### src/rtl/vdp2_write_fifo_gen.sv
// rtl/vdp2_write_fifo_gen.sv - parametrised show-ahead write FIFO for VDP2 CPU/VRAM write buffering
// Optional feature macro: VDP2_WFIFO_ERRFLAG_EN enables the sticky OVF/UDF error flags;
// without it OVF and UDF are tied low and their registers are omitted.
module vdp2_write_fifo_gen #(
  parameter int DATA_W     = 34,
  parameter int DEPTH_LOG2 = 3,
  parameter int AFULL_LVL  = (1 << DEPTH_LOG2) - 2
) (
  input  logic                  CLK,
  input  logic                  RST,
  input  logic                  FLUSH,
  input  logic [DATA_W-1:0]     DATA,
  input  logic                  WRREQ,
  input  logic                  RDREQ,
  output logic [DATA_W-1:0]     Q,
  output logic                  EMPTY,
  output logic                  FULL,
  output logic                  LAST,
  output logic                  AFULL,
  output logic [DEPTH_LOG2:0]   LEVEL,
  output logic                  OVF,
  output logic                  UDF
);

  localparam int DEPTH = 1 << DEPTH_LOG2;
  localparam int LW    = DEPTH_LOG2 + 1;

  localparam logic [LW-1:0] LVL_FULL  = LW'(DEPTH);
  localparam logic [LW-1:0] LVL_AFULL = LW'(AFULL_LVL);
  localparam logic [LW-1:0] LVL_ONE   = LW'(1);

  logic [DATA_W-1:0]     mem [DEPTH];
  logic [DEPTH_LOG2-1:0] waddr;
  logic [DEPTH_LOG2-1:0] raddr;
  logic [LW-1:0]         level;
  logic                  wr_ok;
  logic                  rd_ok;

  // Accept decode: a write into a full FIFO is fine when the head leaves on the same edge;
  // a read from an empty FIFO is always ignored, even alongside a write.
  always_comb begin
    wr_ok = WRREQ && (!FULL || RDREQ);
    rd_ok = RDREQ && !EMPTY;
  end

  // Storage write; no reset so the array stays plain distributed RAM
  always_ff @(posedge CLK) begin
    if (wr_ok && !FLUSH && !RST) begin
      mem[waddr] <= DATA;
    end
  end

  // Pointers and level counter; FLUSH overrides any request on the same edge
  always_ff @(posedge CLK or posedge RST) begin
    if (RST) begin
      waddr <= '0;
      raddr <= '0;
      level <= '0;
    end else if (FLUSH) begin
      waddr <= '0;
      raddr <= '0;
      level <= '0;
    end else begin
      if (wr_ok) begin
        waddr <= waddr + 1'b1;
      end
      if (rd_ok) begin
        raddr <= raddr + 1'b1;
      end
      if (wr_ok && !rd_ok) begin
        level <= level + 1'b1;
      end else if (rd_ok && !wr_ok) begin
        level <= level - 1'b1;
      end
    end
  end

  // Show-ahead head and status flags, all decoded from the registered level
  always_comb begin
    Q     = mem[raddr];
    LEVEL = level;
    EMPTY = (level == '0);
    FULL  = (level == LVL_FULL);
    LAST  = (level == LVL_ONE);
    AFULL = (level >= LVL_AFULL);
  end

`ifdef VDP2_WFIFO_ERRFLAG_EN
  logic ovf_q;
  logic udf_q;

  // Sticky error flags, cleared only by reset or flush
  always_ff @(posedge CLK or posedge RST) begin
    if (RST) begin
      ovf_q <= 1'b0;
      udf_q <= 1'b0;
    end else if (FLUSH) begin
      ovf_q <= 1'b0;
      udf_q <= 1'b0;
    end else begin
      if (WRREQ && !wr_ok) begin
        ovf_q <= 1'b1;
      end
      if (RDREQ && !rd_ok) begin
        udf_q <= 1'b1;
      end
    end
  end

  assign OVF = ovf_q;
  assign UDF = udf_q;
`else
  assign OVF = 1'b0;
  assign UDF = 1'b0;
`endif

endmodule
### config.mk
export PLATFORM = sky130hd
export DESIGN_NAME = vdp2_write_fifo_gen
export DESIGN_NICKNAME = d
export VERILOG_FILES = /design/src/rtl/vdp2_write_fifo_gen.sv
export SDC_FILE = /design/constraint.sdc
export NUM_CORES = 1
export LEC_CHECK = 0
export BUFFER_PORTS_ARGS = -buffer_cell sky130_fd_sc_hd__buf_4
export CAP_MARGIN = 20
export CELL_PAD_IN_SITES_DETAIL_PLACEMENT = 1
export CELL_PAD_IN_SITES_GLOBAL_PLACEMENT = 1
export CORE_UTILIZATION = 40
export CTS_CLUSTER_SIZE = 10
export DETAILED_ROUTE_END_ITERATION = 8
export HOLD_SLACK_MARGIN = 0.05
export PLACE_DENSITY_LB_ADDON = 0.1
export SYNTH_ARGS = -nofsm -noshare
export SYNTH_HDL_FRONTEND = slang
export SYNTH_SLANG_ARGS = --single-unit
### constraint.sdc
create_clock -name CLK -period 6.05 [get_ports CLK]
set_input_delay 0.9075 -clock CLK [delete_from_list [all_inputs] [get_ports CLK]]
set_output_delay 0.9075 -clock CLK [all_outputs]
set_load 0.01 [all_outputs]
* After elaboration in Yosys (flattened, before gate mapping)
Memory sizes are Yosys's and may differ from the RTL's.
Index checks and enable logic that the tools add are counted.
** Storage, ports and cells
- Bits in registers :: 10
- Latch bits :: 0
- Memory bits (writable) :: 272
- Bits in read-only memories :: 0
- Output and inout port bits :: 44
- Memories kept :: 1
** Memories
- mem :: words 8, bits a word 34, read ports 1, clocked after memory_dff 0, wr ports 1, RTL line 32 : logic [DATA_W-1:0] mem [DEPTH];
** Operators by class
- Add/sub/neg operators :: 4
- Multipliers :: 0
- Divide/modulo/power cells :: 0
- Order comparisons :: 1
- Eq/ne operators :: 2
- Shifts and indexed selects :: 0
- Multiplexer cells :: 9
- Bitwise logic cells :: 0
- Reduce and logical (&&, ||, !) cells :: 17
** Operator list (number)
- 3-bit two-way mux :: 4
- 4-bit two-way mux :: 3
- 3-bit by 1-bit adder with 3-bit output, second input constant :: 2
- 1-bit logical AND :: 6
- 1-bit logical NOT :: 6
- 4-bit by 1-bit adder with 4-bit output, second input constant :: 1
- 4-bit by 1-bit equality test with 1-bit output, second input constant :: 1
- 4-bit equality test, second input constant :: 1
- 4-bit by 3-bit greater-or-equal comparator with 1-bit output, second input constant :: 1
- 4-bit logical NOT :: 1
- 2-bit nonzero test :: 2
- 4-bit by 1-bit subtractor with 4-bit output, second input constant :: 1
- 3-bit nonzero test :: 1
- 1-bit two-way mux :: 2
- 1-bit logical OR :: 1

* Depth between registers and ports, before layout
- Word-level depth :: 9
- Depth in mapped cells :: 7

* Worst setup path before layout
No wires, ideal clock.
- Kind :: in2reg
- Start :: in RDREQ
- End :: mem mem[0][0] (enable)
- Setup time :: 0.510 ns
- Arrival :: 5.007 ns
- Data required time :: 5.540 ns
- Slack :: 0.533 ns
- Stages on the path :: 4
- Path through :: clkbuf_1 -> o21ai_0 -> or3_1 -> nor4_1
** Between the ends
- Word-level cells in the longest chain between the ends :: 6
** Ends and longest elaborated chain
- start: declaration :: RTL line 14 : input logic RDREQ,
- 1-bit logical OR :: RTL line 42 : wr_ok = WRREQ && (!FULL || RDREQ);
- 1-bit logical AND :: RTL line 42
- 1-bit logical AND (2 in a row) :: RTL line 48 : if (wr_ok && !FLUSH && !RST) begin
- 1-bit two-way mux :: RTL line 48
- 1-bit two-way mux (implied by the code) :: RTL line 49 : mem[waddr] <= DATA;
- end: declaration :: RTL line 32
Every way passes these cells.

* Worst setup path after layout
- Start :: reg raddr[0]
- End :: out Q[19]
** Between the ends
- Word-level cells in the longest chain between the ends :: 1
** Ends and longest elaborated chain
- start: declaration :: RTL line 34 : logic [DEPTH_LOG2-1:0] raddr;
- start signal: assignment :: RTL line 68 : raddr <= raddr + 1'b1;
- memory read 8 x 34 bit
- end: declaration :: RTL line 15 : output logic [DATA_W-1:0] Q,
Every way passes these cells.

==> flow_summary.yaml <==
run_status:
  status: "complete, no violations"
drt:
  drc: 0
  drt_iter0_drc: 382
  vias: 5104
  antenna_left: 0
  drt_pass1_iterations: 4
  vias_per_cell: 5.378
  wirelength_um: 22650
  wl_per_cell_um: 23.87
run:
  maxCapViolations: 0
timing:
  rsz0062_at_grt: "false"
  clock.fmax_mhz: 276.0
  setup_viol: 0
  period_share: 0.5988
  period_needed_ns: 3.623
  finalSetupTns_ns: 0
  hold_violations: 0
  drv_slew: 0
  slew_headroom: 0.2675
  setup_ws_ns: 2.427
  worst_pin_slew_ns: 1.099
  skew_ns: 0.01134
power_and_ir_drop:
  p_leak_nw: 4.218
  ir_worst_vdd_uv: 184.8
  power.density_mw_per_mm2: 389.1
layout:
  nNetsFinal: 643
  seq_area_mm2: 0.008427
  nFillCells: 2456
  diodes: 0
  multi_input_area_mm2: 0.002511
  area_growth_pct: 17.87
  drive_above_1_share: 0.4013
clocking:
  clkTransAtPathRegs_ns: 0.06
  htree_levels: 2
  numCtsBuffers: 34
  clock_latency_ns: 0.49
  post-cts-setup-buffer-count: 0
  hold_buffers: 0
  cts_buffer_depth: 3
  cts_resized: 0
  cts_tree: "yes"
  cts-root-buf: "clkbuf_16"
  clock-sinks: 282
logic_synthesis:
  synth_compound_area_frac: 0.009747
  synth_top_area_cell: "edfxtp_1"
  synthArstFlopShare: 0.03546
  yosys.area_share.adder: 0.006800
  synthSimpleGateAreaFrac: 0.02323
  ys_ff_latch: 282
  synth_seq_area_share: 0.7626
  synthTopCellsByArea: "edfxtp_1 (74%), mux4_2 (14%), mux2_2 (3.5%)"
  synth_edf_count: 272
  netlist_area_mm2: 0.01104
  synth_top_family_by_area: "multiplexers"
  yosysMostFrequentCell: "edfxtp_1"
  yosysWarnings: 0
  synthCells: 498
  yosys.area.top_type_share: 0.7399
  synth_xor_area_frac: 0.004760
  yosys-top-cells-count: "edfxtp_1 (272), mux4_2 (68), mux2_2 (34), nor2_1 (19), clkbuf_1 (14)"
  synth_cell_types: 37
  syn_area_per_cell_um2: 22.17
  synthMuxAreaShare: 0.1770
  synthFlopType: "edfxtp_1"
place:
  preCtsSetupSlack_ns: 2.850
  gp_congestion: 0.7340
  port_buffers: 80
  dp_hpwl_um: 12070
setup_path:
  rr_startpoint: "LEVEL[0]"
  critPathLaunch: "raddr[0]"
  crit_fanout: 26
  endpoint_kind: "primary output"
  arrival_ns: 2.72
  startpoint_type: "register"
  required_ns: 5.14
  crit_type: "reg2out"
global_route:
  antenna_found_initial: 1
  track_usage: 0.1668
  grt_pass1_vias: 5735
  gr-total-overflow: 0
  grt_max_degree: 71
  grt_pass1_wl_um: 34510
floorplanning:
  core_area_mm2: 0.02703
  design.portCount: 83
  initial_utilization: 0.4085
  fp.dieH_um: 168.1
  core.rowCount: 60
  die_w_um: 168.1
  die-area_mm2: 0.02827
worst_hold_path:
  hold_class: "in2async"
-- sequential cells by signal, summed over array words and instances (netlist names) --
name and count:
waddr 3, mem 272, raddr 3, LEVEL 4
-- metrics by stage --
| step | area (um2) | utilization | hold WS [ns] | power (mW) | std cells |
|---|---|---|---|---|---|
| detailed placement | 12090 | 0.4474 | 0.5880 | 3.388 | 903 |
| floorplan | 11040 | - | 0.5462 | 3.028 | 499 |
| CTS | 13010 | 0.4815 | 0.4829 | 5.143 | 949 |
| global placement | 12060 | 0.4463 | 0.5743 | 3.351 | 902 |
| global route | 13010 | 0.4815 | 0.5177 | 5.285 | 949 |
| finish | 13010 | 0.4815 | 0.4772 | 5.063 | 949 |
-- final cells by class --
type	count	share of cell area
clock inverter	3	0.001250
inverter	6	0.001731
sequential	282	0.6476
timing repair buffer	91	0.05404
tap	341	0.03279
clock buffer	43	0.06962
multi-input combinational	183	0.1930
-- power breakdown --
| part | internal (mW) | switching [mW] | total [mW] |
|---|---|---|---|
| Sequential | 2.19 | 0.133 | 2.32 |
| Combinational | 0.593 | 0.410 | 1.00 |
| Clock | 1.04 | 0.703 | 1.74 |
| Total | 3.82 | 1.25 | 5.06 |
-- layout by cell type, fill, tap and decap left out, types with 3 or more instances in the layout --
cell type	n
edfxtp_1	272
buf_4	90
mux4_2	68
clkbuf_16	35
mux2_2	34
nor2_1	13
clkbuf_1	8
dfrtp_1	7
nor2_4	6
ha_1	6
inv_1	5
nand3_1	5
mux2i_1	4
o21ai_0	4
xor2_1	4
nand2b_1	3
nor2b_1	3
nand2_1	3
nand4_1	3
nor3b_1	3
-- final timing paths --
| check | cells after the start | slack (ns) | end |
|---|---|---|---|
| max | 4 | 2.43 | Q[19] |
| min | 2 | 0.48 | waddr[0] |
| max reg2reg | 7 | 3.15 | mem[2][29] |
| min reg2reg | 2 | 0.60 | waddr[0] |
| max in group asynchronous | 2 | 5.21 | raddr[1] |
| min in group CLK | 2 | 0.60 | waddr[0] |
-- layer usage --
| metal | up-vias | track usage | wire [um] | part of all wire |
|---|---|---|---|---|
| met1 | 2709 | 0.2216 | 9869 | 0.44 |
| met3 | 34 | 0.03197 | 940 | 0.041 |
| met4 | 2 | 0.04506 | 431 | 0.019 |
| met2 | 101 | 0.2824 | 11400 | 0.50 |
| met5 | - | 0 | 17 | 0.00075 |
| li1 | 2258 | - | - | - |
-- cell families (layout without fill, tap and decap cells) --
group                      after synthesis  in the layout
muxes                                  106            106
other                                    1              2
buffers and inverters                   34            143
adders and majority gates                6              6
DFF                                    282            282
AOI/OAI and AO/OA                       15             15
xor gates and xnor gates                 6              6
and+or+nand+nor                         48             48
-- worst max-delay path, cell delays in order, from the launching register on --
cell	delay, ns
dfrtp_4	0.78
buf_4	0.45
mux4_2	0.55
mux2_2	0.28
buf_4	0.15
No activity file was read; power rests on OpenSTA's default activity.
